**config.mk**
```make
export PLATFORM = sky130hd
export DESIGN_NAME = sonar_rx_frame
export DESIGN_NICKNAME = d
export VERILOG_FILES = /design/src/rtl/sonar_rx_frame.sv
export SDC_FILE = /design/constraint.sdc
export NUM_CORES = 1
export LEC_CHECK = 0
export CORE_ASPECT_RATIO = 0.7
export CORE_MARGIN = 2
export CORE_UTILIZATION = 52
export CTS_CLUSTER_SIZE = 16
export DETAILED_ROUTE_END_ITERATION = 7
export PLACE_DENSITY_LB_ADDON = 0.08
export SYNTH_ARGS = -nofsm -noshare
export SYNTH_HDL_FRONTEND = slang
export SYNTH_SLANG_ARGS = --single-unit
```
**constraint.sdc**
```tcl
create_clock -name clock -period 2.7 [get_ports clock]
set_input_delay 0.675 -clock clock [delete_from_list [all_inputs] [get_ports clock]]
set_output_delay 0.675 -clock clock [all_outputs]
set_load 0.02 [all_outputs]
```
**src/rtl/sonar_rx_frame.sv**
```systemverilog
// Serial receiver (7 data bits, even parity, 2 stop bits) and "AAA,DDD#" parser.
// Decoded angle and distance are presented as BCD with a one-cycle frame_pronto pulse.
module sonar_rx_frame #(
  parameter int TICKS_POR_BIT = 434
) (
  input  logic        clock,
  input  logic        reset,
  input  logic        rx_serial,
  output logic [11:0] angulo,
  output logic [11:0] distancia,
  output logic        frame_pronto,
  output logic        erro_paridade,
  output logic        erro_formato,
  output logic [3:0]  db_estado
);

  localparam int CW = $clog2(TICKS_POR_BIT);
  localparam logic [CW-1:0] BIT_LAST  = CW'(TICKS_POR_BIT - 1);
  localparam logic [CW-1:0] HALF_LAST = CW'(TICKS_POR_BIT / 2 - 1);

  typedef enum logic [2:0] {
    OCIOSO, START, DADOS, PARIDADE, STOP1, STOP2
  } rx_state_t;

  logic sync1_q, sync2_q, prev_q;
  logic rx_fall;

  always_ff @(posedge clock or posedge reset) begin
    if (reset) begin
      sync1_q <= 1'b1;
      sync2_q <= 1'b1;
      prev_q  <= 1'b1;
    end else begin
      sync1_q <= rx_serial;
      sync2_q <= sync1_q;
      prev_q  <= sync2_q;
    end
  end

  // Edge (not level) detect: a low stop bit cannot re-arm the receiver.
  assign rx_fall = prev_q & ~sync2_q;

  rx_state_t     state_q, state_d;
  logic [CW-1:0] cnt_q, cnt_d;
  logic [2:0]    bit_q, bit_d;
  logic [6:0]    data_q, data_d;
  logic          perr_q, perr_d;
  logic          serr_q, serr_d;
  logic          byte_vld, byte_err;

  always_ff @(posedge clock or posedge reset) begin
    if (reset) begin
      state_q <= OCIOSO;
      cnt_q   <= '0;
      bit_q   <= '0;
      data_q  <= '0;
      perr_q  <= 1'b0;
      serr_q  <= 1'b0;
    end else begin
      state_q <= state_d;
      cnt_q   <= cnt_d;
      bit_q   <= bit_d;
      data_q  <= data_d;
      perr_q  <= perr_d;
      serr_q  <= serr_d;
    end
  end

  always_comb begin
    state_d  = state_q;
    cnt_d    = cnt_q + 1'b1;
    bit_d    = bit_q;
    data_d   = data_q;
    perr_d   = perr_q;
    serr_d   = serr_q;
    byte_vld = 1'b0;
    byte_err = 1'b0;
    unique case (state_q)
      OCIOSO: begin
        cnt_d = '0;
        if (rx_fall) state_d = START;
      end
      START: begin
        if (cnt_q == HALF_LAST) begin
          cnt_d   = '0;
          bit_d   = '0;
          state_d = sync2_q ? OCIOSO : DADOS;
        end
      end
      DADOS: begin
        if (cnt_q == BIT_LAST) begin
          cnt_d  = '0;
          data_d = {sync2_q, data_q[6:1]};
          bit_d  = bit_q + 3'd1;
          if (bit_q == 3'd6) state_d = PARIDADE;
        end
      end
      PARIDADE: begin
        if (cnt_q == BIT_LAST) begin
          cnt_d   = '0;
          perr_d  = (^data_q) ^ sync2_q;
          state_d = STOP1;
        end
      end
      STOP1: begin
        if (cnt_q == BIT_LAST) begin
          cnt_d   = '0;
          serr_d  = ~sync2_q;
          state_d = STOP2;
        end
      end
      STOP2: begin
        if (cnt_q == BIT_LAST) begin
          cnt_d    = '0;
          byte_vld = 1'b1;
          byte_err = perr_q | serr_q | ~sync2_q;
          state_d  = OCIOSO;
        end
      end
      default: state_d = OCIOSO;
    endcase
  end

  logic [2:0]  pos_q, pos_d;
  logic        resync_q, resync_d;
  logic [11:0] ang_sh_q, ang_sh_d;
  logic [11:0] dst_sh_q, dst_sh_d;
  logic [11:0] ang_q, ang_d;
  logic [11:0] dst_q, dst_d;
  logic        frm_q, frm_d;
  logic        epar_q, epar_d;
  logic        efmt_q, efmt_d;
  logic        is_digit, is_comma, is_hash;
  logic        char_ok;

  assign is_digit = (data_q[6:4] == 3'b011) && (data_q[3:0] <= 4'd9);
  assign is_comma = (data_q == 7'h2C);
  assign is_hash  = (data_q == 7'h23);

  always_ff @(posedge clock or posedge reset) begin
    if (reset) begin
      pos_q    <= '0;
      resync_q <= 1'b0;
      ang_sh_q <= '0;
      dst_sh_q <= '0;
      ang_q    <= '0;
      dst_q    <= '0;
      frm_q    <= 1'b0;
      epar_q   <= 1'b0;
      efmt_q   <= 1'b0;
    end else begin
      pos_q    <= pos_d;
      resync_q <= resync_d;
      ang_sh_q <= ang_sh_d;
      dst_sh_q <= dst_sh_d;
      ang_q    <= ang_d;
      dst_q    <= dst_d;
      frm_q    <= frm_d;
      epar_q   <= epar_d;
      efmt_q   <= efmt_d;
    end
  end

  always_comb begin
    pos_d    = pos_q;
    resync_d = resync_q;
    ang_sh_d = ang_sh_q;
    dst_sh_d = dst_sh_q;
    ang_d    = ang_q;
    dst_d    = dst_q;
    frm_d    = 1'b0;
    epar_d   = 1'b0;
    efmt_d   = 1'b0;
    char_ok  = 1'b0;
    if (byte_vld) begin
      if (byte_err) begin
        epar_d   = 1'b1;
        resync_d = 1'b1;
      end else if (resync_q) begin
        if (is_hash) begin
          resync_d = 1'b0;
          pos_d    = '0;
        end
      end else begin
        unique case (pos_q)
          3'd0, 3'd1, 3'd2: begin
            char_ok  = is_digit;
            ang_sh_d = is_digit ? {ang_sh_q[7:0], data_q[3:0]} : ang_sh_q;
          end
          3'd3: char_ok = is_comma;
          3'd4, 3'd5, 3'd6: begin
            char_ok  = is_digit;
            dst_sh_d = is_digit ? {dst_sh_q[7:0], data_q[3:0]} : dst_sh_q;
          end
          default: char_ok = is_hash;
        endcase
        if (!char_ok) begin
          efmt_d   = 1'b1;
          resync_d = 1'b1;
        end else if (pos_q == 3'd7) begin
          ang_d = ang_sh_q;
          dst_d = dst_sh_q;
          frm_d = 1'b1;
          pos_d = '0;
        end else begin
          pos_d = pos_q + 3'd1;
        end
      end
    end
  end

  assign angulo        = ang_q;
  assign distancia     = dst_q;
  assign frame_pronto  = frm_q;
  assign erro_paridade = epar_q;
  assign erro_formato  = efmt_q;
  assign db_estado     = resync_q ? 4'd8 : {1'b0, pos_q};

endmodule

```
==> metrics.txt <==
ys async rst share=100.0%; Die X=107.1 um; Seq pwr share=54.2%; Die Span Y=76.18 um; DRT iter0 DRCs=77; Net Switching=673.8 uW; Sw Share=27.18%; I/O Buffers=33; P_int=1806 uW; setup bufs post-CTS=0; Synth Flop Type=dfrtp_1; clk_lat worst skew=0.35 ns; Hold Crit Class=reg -> reg; fill count=553; crit-path max FO=12; Post-synth EDFFs=0; commonest non-fill, non-tap cells in the layout=dfrtp_1 (79), clkdlybuf4s50_1 (33), mux2_2 (29); clock-pin slew on the worst setup and hold paths=0.08 ns; critical path arrival=2.81 ns; Clock Path Buffers=2; met2 Use GR=24.11%; Synthesized Nets=326; non-filler cells, final=447; WHS=0.3681 ns; Avg Vias per Cell=5.230; ant diodes=0; total CTS buffers=9; Cell Area, Synth=0.003870 mm2; Worst slew margin=52.37%; Slew @ Worst Pin=0.7052 ns; CTS HTree Levels=3; Max Slew Vio Count=0; vias in the first global route=2,268; Multi-input gate area=0.001689 mm2; boundary pin count=34; maxcap violations=0; CP Class=reg -> reg; Detailed Route WL=6.773 mm; power density over the cells=543.7 mW/mm2; num rows=26; Syn. warnings=0; register bit total from synthesis=82; met3 usage in global routing=5.389%; CP required=2.93 ns; Max VDD drop=0.3506 mV; Static Leak=0.002091 uW; first-pass detailed-route iteration total=4; final hold violation count=0; CTS tree=yes; Final Cycle Share=95.41%; initial core utilization=53.35%; min cycle time layout=2.576 ns; Inst Count DP=430; outcome=complete, no violations; global-route wire length before repair=11.68 mm; most common cell after layout, fill and taps aside=dfrtp_1; sequential cell area=0.002056 mm2; core area=0.007254 mm2; sequential area share after synthesis=53.12%; gr usage total=18.46%; layout cells sized above 1=25.21%; setup TNS=0 ns; Nets=367; GRT Max-Usage Layer=met1; Combinational Power Share=9.7%; Setup-failing EPs final=0; initial antenna violation count=0; CTS Root Buffer Type=clkbuf_8; fmax=388.2 MHz; DRC=0; global placement routability congestion=0.7554; Mapped Cells=303; clk_skew=0.01189 ns; WL/cell=15.15 um; Mean Syn Cell Area=12.77 um2; crit start category=flip-flop; GRT overflow=0; Final HPWL DP=4.487 mm; Die Area=0.008159 mm2; synth unique cells=47; P&R area growth vs syn=17.85%; cts hold-fix bufs=0; clock sinks=82; PostCTS Resize Cnt=0; CP Capture Type=flip-flop; maximum number of pins on one net before global-route repair=83; Post-DRT Antenna Nets=0; met1 Track Usage GR=29.03%; routed vias=2,338; Clock power frac=36.1%; RSZ-0062 raised after global routing=no
## critical path: stages (launching register included)
cell and delay, ns:
dfrtp_1 0.39, inv_1 0.11, ha_1 0.20, or3_4 0.39
o31ai_4 0.26, a32oi_4 0.18, nor4_4 0.35, clkbuf_16 0.28
mux2_4 0.30
## cell families (layout without fill, tap and decap cells)
| kind of cell | Yosys count | after routing | share of synthesized area (%) |
|---|---|---|---|
| xor gates and xnor gates | 11 | 11 | 2.489 |
| DFF | 82 | 82 | 53.12 |
| buffers and inverters | 27 | 73 | 3.395 |
| AOI/OAI and AO/OA | 30 | 30 | 5.496 |
| adders and majority gates | 20 | 20 | 6.466 |
| and+or+nand+nor | 82 | 82 | 12.32 |
| muxes | 51 | 51 | 16.72 |
## layout make-up
class	instances	area share, %
Clock inverter	7	1.674
Clock buffer	9	2.716
Sequential cell	82	45.08
Timing Repair Buffer	40	9.328
Tap cell	98	2.689
Inverter	17	1.481
Multi-Input combinational cell	194	37.04
## cell usage after synthesis, drive strengths merged (2+ instances only)
cell type   n  area share [%]
o21ai      15             1.9
nand4b      3            0.68
o31ai       4             1.1
a21oi       5            0.65
nor4        5             1.2
nor2       16             1.6
inv        17             1.6
xor2        4            0.91
ha         20             6.5
or3         3            0.65
o41ai       2            0.45
xnor2       7             1.6
dfrtp      79              51
and3        3            0.55
nand4       2            0.32
nand2      20             1.9
nor2b       6            0.97
mux2i       2            0.52
buf         5             1.3
nand3       5            0.65
nor3        4            0.52
mux2       49              16
and2        2            0.36
clkbuf      5            0.49
nand2b      4            0.84
nor4bb      2            0.52
dfstp       3             2.0
## sequential cells by signal, summed over array words and instances (netlist names), 3 cells and up
| signal | cells |
|---|---|
| state_q | 3 |
| data_q | 7 |
| cnt_q | 9 |
| distancia | 12 |
| dst_sh_q | 12 |
| pos_q | 3 |
| angulo | 12 |
| bit_q | 3 |
| ang_sh_q | 12 |
## metal layers
| metal | up-vias | part of all wire (%) |
|---|---|---|
| li1 | 1141 | - |
| met1 | 1148 | 53 |
| met2 | 44 | 41 |
| met3 | 5 | 4.2 |
| met4 | 0 | 1.0 |
| met5 | - | 0 |
## final timing paths
| check | from | to | slack, ns | cells past startpoint |
|---|---|---|---|---|
| max in group asynchronous | reset | sync1_q$_DFF_PP1_ | 1.55 | 3 |
| hold reg to reg | sync1_q$_DFF_PP1_ | sync2_q$_DFF_PP1_ | 0.37 | 0 |
| setup / recovery | pos_q[0]$_DFFE_PP0P_ | distancia[6]$_DFFE_PP0P_ | 0.12 | 8 |
| min in group asynchronous | reset | pos_q[1]$_DFFE_PP0P_ | 0.79 | 3 |
| setup reg to reg | pos_q[0]$_DFFE_PP0P_ | distancia[6]$_DFFE_PP0P_ | 0.12 | 8 |
| hold / removal | sync1_q$_DFF_PP1_ | sync2_q$_DFF_PP1_ | 0.37 | 0 |
## power by group through the flow
stage,Sequential [uW],Combinational (uW),Clock [uW]
5_1_grt,1350,281,983
2_1_floorplan,1340,196,0
3_5_place_dp,1370,241,0
6_report,1340,241,894
4_1_cts,1340,244,922
3_3_place_gp,1360,237,0
## metrics by stage
step / power, uW / utilization [%] / setup slack [ns] / area (um2)
CTS: 2509 / 62.52 / 0.08819 / 4536
global placement: 1602 / 59.76 / 0.1687 / 4335
global route: 2617 / 62.87 / 0.001941 / 4561
detailed placement: 1609 / 59.76 / 0.1009 / 4335
finish: 2480 / 62.87 / 0.1240 / 4561
floorplan: 1536 / - / 0.1992 / 3874
No activity file was read; power rests on OpenSTA's default activity.
